### config.mk
export PLATFORM = sky130hd
export DESIGN_NAME = mem_port_arbiter
export DESIGN_NICKNAME = d
export VERILOG_FILES = /design/src/rtl/mem_port_arbiter.sv
export SDC_FILE = /design/constraint.sdc
export NUM_CORES = 1
export LEC_CHECK = 0
export CAP_MARGIN = 30
export CORE_MARGIN = 8
export CORE_UTILIZATION = 44
export CTS_BUF_LIST = sky130_fd_sc_hd__clkbuf_4
export CTS_CLUSTER_DIAMETER = 60
export CTS_CLUSTER_SIZE = 28
export DETAILED_ROUTE_END_ITERATION = 8
export MAX_ROUTING_LAYER = met4
export PLACE_DENSITY = 0.95
export SLEW_MARGIN = 20
export SYNTH_ARGS = -nofsm -noshare
export SYNTH_HDL_FRONTEND = slang
export SYNTH_SLANG_ARGS = --single-unit
### constraint.sdc
create_clock -name clk -period 2.78 [get_ports clk]
set_input_delay 0.556 -clock clk [delete_from_list [all_inputs] [get_ports clk]]
set_output_delay 0.556 -clock clk [all_outputs]
set_load 0.005 [all_outputs]
### src/rtl/mem_port_arbiter.sv
// Single-port memory arbiter: fetch, load and store channels share one req/ack memory port.
// Optional MEM_PORT_ARBITER_TIMEOUT_EN bounds the wait for the memory acknowledge.
module mem_port_arbiter #(
    parameter int ADDR_WIDTH         = 32,
    parameter int DATA_WIDTH         = 32,
    parameter int TIMEOUT_CYCLES     = 255,
    parameter int FETCH_STARVE_LIMIT = 3
) (
    input  logic                  clk,
    input  logic                  reset,
    input  logic                  in_fetch_enable,
    input  logic [ADDR_WIDTH-1:0] in_fetch_address,
    output logic                  out_fetch_ready,
    output logic                  out_fetch_valid,
    output logic [DATA_WIDTH-1:0] out_fetch_data,
    input  logic                  in_read_enable,
    input  logic [ADDR_WIDTH-1:0] in_read_address,
    output logic                  out_read_ready,
    output logic                  out_read_valid,
    output logic [DATA_WIDTH-1:0] out_read_data,
    input  logic                  in_write_enable,
    input  logic [ADDR_WIDTH-1:0] in_write_address,
    input  logic [DATA_WIDTH-1:0] in_write_data,
    output logic                  out_write_ready,
    output logic                  out_write_valid,
    output logic                  out_exception_valid,
    output logic [3:0]            out_exception_code,
    output logic                  out_mem_req,
    output logic                  out_mem_we,
    output logic [ADDR_WIDTH-1:0] out_mem_addr,
    output logic [DATA_WIDTH-1:0] out_mem_wdata,
    input  logic                  in_mem_ack,
    input  logic [DATA_WIDTH-1:0] in_mem_rdata,
    input  logic                  in_mem_error
);

    localparam int SW = (FETCH_STARVE_LIMIT < 1) ? 1 : $clog2(FETCH_STARVE_LIMIT + 1);
    localparam logic [SW-1:0] STARVE_MAX = SW'(FETCH_STARVE_LIMIT);

    typedef enum logic [1:0] {ST_IDLE = 2'd0, ST_MEM = 2'd1, ST_RESP = 2'd2} state_e;
    typedef enum logic [1:0] {CH_FETCH = 2'd0, CH_READ = 2'd1, CH_WRITE = 2'd2} chan_e;

    // RISC-V cause: misaligned codes 0/4/6, access faults one above.
    function automatic logic [3:0] exc_code(input chan_e ch, input logic fault);
        logic [3:0] base;
        case (ch)
            CH_FETCH: base = 4'd0;
            CH_READ:  base = 4'd4;
            CH_WRITE: base = 4'd6;
            default:  base = 4'd0;
        endcase
        return base + {3'b000, fault};
    endfunction

    state_e                state_q, state_d;
    chan_e                 chan_q, chan_d;
    logic [ADDR_WIDTH-1:0] addr_q, addr_d;
    logic [DATA_WIDTH-1:0] wdata_q, wdata_d;
    logic [DATA_WIDTH-1:0] rdata_q, rdata_d;
    logic                  fault_q, fault_d;
    logic                  misal_q, misal_d;
    logic [SW-1:0]         starve_q, starve_d;

    logic                  grant_fetch_s, grant_read_s, grant_write_s;
    logic                  fetch_first_s;
    logic [ADDR_WIDTH-1:0] sel_addr_s;
    logic                  misal_s;

`ifdef MEM_PORT_ARBITER_TIMEOUT_EN
    localparam int TW = (TIMEOUT_CYCLES < 2) ? 1 : $clog2(TIMEOUT_CYCLES + 1);
    localparam logic [TW-1:0] TO_LAST = TW'(TIMEOUT_CYCLES - 1);
    logic [TW-1:0] to_cnt_q, to_cnt_d;
`endif

    // Arbitration: write > read > fetch unless fetch has starved long enough.
    always_comb begin
        grant_fetch_s = 1'b0;
        grant_read_s  = 1'b0;
        grant_write_s = 1'b0;
        fetch_first_s = in_fetch_enable && (starve_q >= STARVE_MAX);
        if (reset && (state_q == ST_IDLE)) begin
            if (fetch_first_s) begin
                grant_fetch_s = 1'b1;
            end else if (in_write_enable) begin
                grant_write_s = 1'b1;
            end else if (in_read_enable) begin
                grant_read_s = 1'b1;
            end else begin
                grant_fetch_s = in_fetch_enable;
            end
        end else begin
            grant_fetch_s = 1'b0;
        end
        if (grant_write_s) begin
            sel_addr_s = in_write_address;
        end else if (grant_read_s) begin
            sel_addr_s = in_read_address;
        end else begin
            sel_addr_s = in_fetch_address;
        end
        misal_s = (sel_addr_s[1:0] != 2'b00);
    end

    // Next-state logic for the transaction FSM and its latched context.
    always_comb begin
        state_d  = state_q;
        chan_d   = chan_q;
        addr_d   = addr_q;
        wdata_d  = wdata_q;
        rdata_d  = rdata_q;
        fault_d  = fault_q;
        misal_d  = misal_q;
        starve_d = starve_q;
`ifdef MEM_PORT_ARBITER_TIMEOUT_EN
        to_cnt_d = to_cnt_q;
`endif
        case (state_q)
            ST_IDLE: begin
                if (grant_fetch_s || grant_read_s || grant_write_s) begin
                    chan_d  = grant_write_s ? CH_WRITE : (grant_read_s ? CH_READ : CH_FETCH);
                    addr_d  = sel_addr_s;
                    wdata_d = grant_write_s ? in_write_data : '0;
                    rdata_d = '0;
                    fault_d = 1'b0;
                    misal_d = misal_s;
                    state_d = misal_s ? ST_RESP : ST_MEM;
`ifdef MEM_PORT_ARBITER_TIMEOUT_EN
                    to_cnt_d = '0;
`endif
                end else begin
                    state_d = ST_IDLE;
                end
                if (grant_fetch_s) begin
                    starve_d = '0;
                end else if (in_fetch_enable && (grant_read_s || grant_write_s)
                             && (starve_q < STARVE_MAX)) begin
                    starve_d = starve_q + {{(SW-1){1'b0}}, 1'b1};
                end else begin
                    starve_d = starve_q;
                end
            end
            ST_MEM: begin
                if (in_mem_ack) begin
                    rdata_d = in_mem_error ? '0 : in_mem_rdata;
                    fault_d = in_mem_error;
                    state_d = ST_RESP;
`ifdef MEM_PORT_ARBITER_TIMEOUT_EN
                end else if (to_cnt_q == TO_LAST) begin
                    rdata_d = '0;
                    fault_d = 1'b1;
                    state_d = ST_RESP;
                end else begin
                    to_cnt_d = to_cnt_q + {{(TW-1){1'b0}}, 1'b1};
                end
`else
                end else begin
                    state_d = ST_MEM;
                end
`endif
            end
            ST_RESP: begin
                state_d = ST_IDLE;
            end
            default: begin
                state_d = ST_IDLE;
            end
        endcase
    end

    // State and context registers; reset discards any transaction in flight.
    always_ff @(posedge clk or negedge reset) begin
        if (!reset) begin
            state_q  <= ST_IDLE;
            chan_q   <= CH_FETCH;
            addr_q   <= '0;
            wdata_q  <= '0;
            rdata_q  <= '0;
            fault_q  <= 1'b0;
            misal_q  <= 1'b0;
            starve_q <= '0;
`ifdef MEM_PORT_ARBITER_TIMEOUT_EN
            to_cnt_q <= '0;
`endif
        end else begin
            state_q  <= state_d;
            chan_q   <= chan_d;
            addr_q   <= addr_d;
            wdata_q  <= wdata_d;
            rdata_q  <= rdata_d;
            fault_q  <= fault_d;
            misal_q  <= misal_d;
            starve_q <= starve_d;
`ifdef MEM_PORT_ARBITER_TIMEOUT_EN
            to_cnt_q <= to_cnt_d;
`endif
        end
    end

    // Outputs decode from registered state; memory/response buses are zero when idle.
    logic mem_s, resp_s;
    assign mem_s  = (state_q == ST_MEM);
    assign resp_s = (state_q == ST_RESP);

    assign out_fetch_ready     = grant_fetch_s;
    assign out_read_ready      = grant_read_s;
    assign out_write_ready     = grant_write_s;
    assign out_mem_req         = mem_s;
    assign out_mem_we          = mem_s && (chan_q == CH_WRITE);
    assign out_mem_addr        = mem_s ? addr_q : '0;
    assign out_mem_wdata       = (mem_s && (chan_q == CH_WRITE)) ? wdata_q : '0;
    assign out_fetch_valid     = resp_s && (chan_q == CH_FETCH);
    assign out_read_valid      = resp_s && (chan_q == CH_READ);
    assign out_write_valid     = resp_s && (chan_q == CH_WRITE);
    assign out_fetch_data      = out_fetch_valid ? rdata_q : '0;
    assign out_read_data       = out_read_valid ? rdata_q : '0;
    assign out_exception_valid = resp_s && (misal_q || fault_q);
    assign out_exception_code  = out_exception_valid ? exc_code(chan_q, fault_q) : 4'd0;

endmodule
Word-level counts from Yosys, hierarchy flattened

Cells that the tools add are included.
Widths: inputs -> output; s select.

Add/sub/neg operators: 2
$lt $le $gt $ge: 2
Equality and inequality tests: 6
Mux-type cells: 35
Reduce and logical (&&, ||, !) cells: 21

Operators by type and width:

| cell                | count |
|---|---|
| $mux 32             | 10 |
| $pmux 32 s2         | 1 |
| $mux 1              | 14 |
| $mux 2              | 6 |
| $logic_and 1x1->1   | 9 |
| $pmux 3 s2          | 1 |
| $reduce_bool 2->1   | 3 |
| $add 4x1->4         | 1 |
| $eq 2x1->1 const B  | 2 |
| $eq 2x2->1 const B  | 2 |
| $logic_not 2->1     | 2 |
| $logic_or 1x1->1    | 4 |
| $mux 4              | 1 |
| $pmux 2 s2          | 1 |
| $reduce_and 2->1    | 2 |
| $reduce_and 3->1    | 1 |
| $add 2x1->2 const B | 1 |
| $ge 2x2->1 const B  | 1 |
| $lt 2x2->1 const B  | 1 |
| $ne 2x1->1 const B  | 1 |
| $ne 2x2->1 const B  | 1 |
| $pmux 1 s2          | 1 |

Flip-flop bits (word level): 104
Input port bits: 167
Output and inout port bits: 141
Logic and storage cells: 74

Depth between registers and ports, before layout

Word-level depth: 10
Gate-level depth with buffers: 8
Depth with buffers taken out: 6

Least setup slack after synthesis

Ideal clock, no wire load.

Path type: input -> output
From: input reset
To: output out_write_ready
Arrival time: 1.450 ns
Data required time: 2.224 ns
Setup slack: 0.774 ns
Cell stages on the path: 4
Buffers on the path: 2
Cells stage by stage: nor3b_4 > and3_1 > buf_2 > buf_2

Cells in the longest elaborated chain, start to end: 2

Ends and longest elaborated chain:

| what              | RTL line | RTL |
|---|---|---|
| from (decl)       | 10       | `input logic reset,` |
| $logic_and 1x1->1 | 81       | `if (reset && (state_q == ST_IDLE)) begin` |
| $mux 1            | 81       |  |
| to (decl)         | 24       | `output logic out_write_ready,` |

No other way between the ends.

Final worst setup path

From: register state_q[1]
To: output out_read_data[11]

Cells in the longest elaborated chain, start to end: 3

Ends and longest elaborated chain:

| what                   | RTL line | RTL |
|---|---|---|
| from (decl)            | 55       | `state_e state_q, state_d;` |
| from (signal assigned) | 185      | `state_q <= state_d;` |
| $eq 2x2->1             | 202      | `assign resp_s = (state_q == ST_RESP);` |
| $logic_and 1x1->1      | 212      | `assign out_read_valid = resp_s && (chan_q == CH_READ);` |
| $mux 32                | 215      | `assign out_read_data = out_read_valid ? rdata_q : '0;` |
| to (decl)              | 20       | `output logic [DATA_WIDTH-1:0] out_read_data,` |

No other way between the ends.

==> metrics.cfg <==
[timing]
drv_slew=0
fin_crit_sh_pct=97.73
hold_violations=0
fin_skew_ns=0.02248
max_freq_mhz=368.1
fin_crit_ns=2.717
relSlewSlack_pct=51.52
rsz0062_at_grt=true
tightest_slew_ns=0.7272
setup_ws_ns=0.06303
setup_viol=0
setup_tns_ns=0

[layout]
fin_util_pct=72.47
drive_gt1_share_pct=7.030
final_common_cell=clkdlybuf4s50_1
nets=1119
layout.cells.non_filler=1130
layout_common_cells=clkdlybuf4s50_1 (282), dfrtp_1 (103), nand2_1 (101)
syn2layout_area_growth_pct=63.16

[grt]
first_global_vias=6113
grt_max_degree=70
grt_pass1_wl_um=32520
track_usage_pct=25.18
overflow=0
antenna_found_initial=1

[setup_path]
start_kind=flip-flop
crit_path_start=state_q[1]
path_class=flip-flop to primary output
path_max_fanout=17
worstSetupEndpointType=primary output
rr_worst_depth=7
cp.arrival_ns=2.16
r2r-start=starve_q[0]
r2r_slack_ns=0.54
cp.required_ns=2.22
rr_endpoint=state_q[0]

[worst_hold_path]
hp-class=input port to asynchronous set/reset pin

[placement]
hpwl_um=16590
post-place-ws_ns=0.1078
gp_congestion=0.8738
portBuffers=306
dp_cells=1102

[power_and_ir_drop]
p_clk_share_pct=15.5
intPower_mw=3.442
combPwrFrac_pct=43.2
ir_drop_mv=0.3461
powerDensity_nw_per_um2=578.3
p_sw_share_pct=37.22
p_switching_mw=2.041
p_seq_share_pct=41.3
p_leak_nw=4.760

[clock_tree]
clkLatencyLatePin_ns=0.45
clock_sinks=104
cts_made_buffers=9
root_buffer=clkbuf_4
cts_tree=yes
cts.path.max_buffers=2
cts.hold.buffers_added=0
cts_max_level=3
path_clk_slew_ns=0.19

[floorplanning]
rows=42
core_area_um2=13090
initial_utilization_pct=44.42
fp.dieW_um=130.9
pin_count=308
die_area_um2=17140
die_y_um=130.9

[synthesis]
yosysUniqueCellTypes=32
syn_nets=839
syn-cell-area_um2=5812
ys_ff_latch=104
ys.warnings.count=0
synth_ff_type=dfrtp_1
synthCells=668
ys_seq_area_share_pct=44.78
async_flop_share_pct=100.0
synth.avg_cell_area_um2=8.700
synth_edf_count=0

[outcome]
outcome=complete, no violations

[route]
drtIter0Drc=424
wl_per_cell_um=20.10
dr.pass1.iters=5
finalWirelength_um=22710
remaining_drc_errors=0
vias=6335
viasPerCell=5.606
ant_nets=0

[run]
maxCapViolations=0

==> sequential cells by signal (all words and copies together) (netlist names) <==
signal    cells
starve_q      2
fault_q       1
state_q       2
chan_q        2
rdata_q      32
addr_q       32
wdata_q      32
misal_q       1
==> power groups by stage <==
stage	Sequential, mW	Clock [mW]	Combinational [mW]
finish	2.27	0.849	2.37
CTS	2.26	0.872	2.18
floorplan	2.19	0	1.22
global route	2.33	0.946	2.59
detailed placement	2.29	0	2.15
global placement	2.25	0	2.08
==> logic make-up after synthesis <==
| logic type | after synthesis | share of synthesized area (%) |
|---|---|---|
| simple gates | 345 | 32.14 |
| mux | 2 | 0.3875 |
| flops | 104 | 44.78 |
| buf+inv | 76 | 5.447 |
| fa+ha+maj | 4 | 0.8612 |
| other cells | 1 | 0.06452 |
| compound gates | 136 | 16.32 |
==> metrics by stage <==
stage               total power, mW  instance area, um^2  hold slack (ns)
global placement              4.332                 9054           0.4523
floorplan                     3.410                 5812           0.2604
global route                  5.863                 9483           0.2535
detailed placement            4.438                 9054           0.4643
CTS                           5.312                 9248           0.2356
finish                        5.484                 9483           0.2454
==> layer usage <==
| layer | wire length (um) | track usage (%) |
|---|---|---|
| met4 | 637 | 9.588 |
| met1 | 8661 | 28.50 |
| met5 | 0 | - |
| met2 | 11220 | 41.44 |
| met3 | 2198 | 7.427 |
==> cell usage after synthesis, types with 2 or more instances <==
cell type,n,area share (%)
dfrtp_1,104,45
a221oi_1,30,4.5
a221o_1,2,0.34
nand4_1,30,3.2
ha_1,4,0.86
buf_2,16,1.4
a21o_1,3,0.39
inv_1,4,0.26
a21oi_1,31,2.7
nand2b_1,31,3.3
mux2_2,2,0.39
buf_4,3,0.39
nor2_1,5,0.32
a22o_1,32,4.8
and2_1,40,4.3
o21ai_0,19,1.6
clkbuf_1,53,3.4
nand3_1,33,2.8
and3b_1,2,0.30
o21ai_1,14,1.2
and3_1,97,10
nor3_1,2,0.17
a32o_1,2,0.34
nand2_1,101,6.5
==> worst max-delay path by stage <==
stage / cells past startpoint / endpoint
4_1_cts: 5 / out_mem_addr[31]
2_1_floorplan: 4 / out_write_ready
6_report: 5 / out_read_data[11]
5_1_grt: 5 / out_read_data[11]
3_5_place_dp: 5 / out_read_ready
3_3_place_gp: 7 / state_q[0]
==> area by class of cell <==
type	count	area (um^2)
well taps	176	220.2
clock inverters	7	85.08
inverters	4	20.02
clock buffers	9	67.56
repair buffers	341	3538
fillers	926	3602
multi-input cells	488	2945
flip-flops and latches	104	2604
diodes	1	2.502
==> what timing repair did <==
action	4_1_cts	5_1_grt
hold endpoints to repair	0	0
endpoints found under the setup margin	40	77
resized for setup	9	31
pin swaps	1	1
gates cloned	0	4
buffers inserted	2	5
==> worst max-delay path, stage by stage, from the launching register on <==
cell and delay [ns]:
dfrtp_1 0.46, nor2b_4 0.23, buf_4 0.16, clkbuf_16 0.16, and3_1 0.17, clkdlybuf4s50_1 0.55
(Power assumes the default switching activity.)
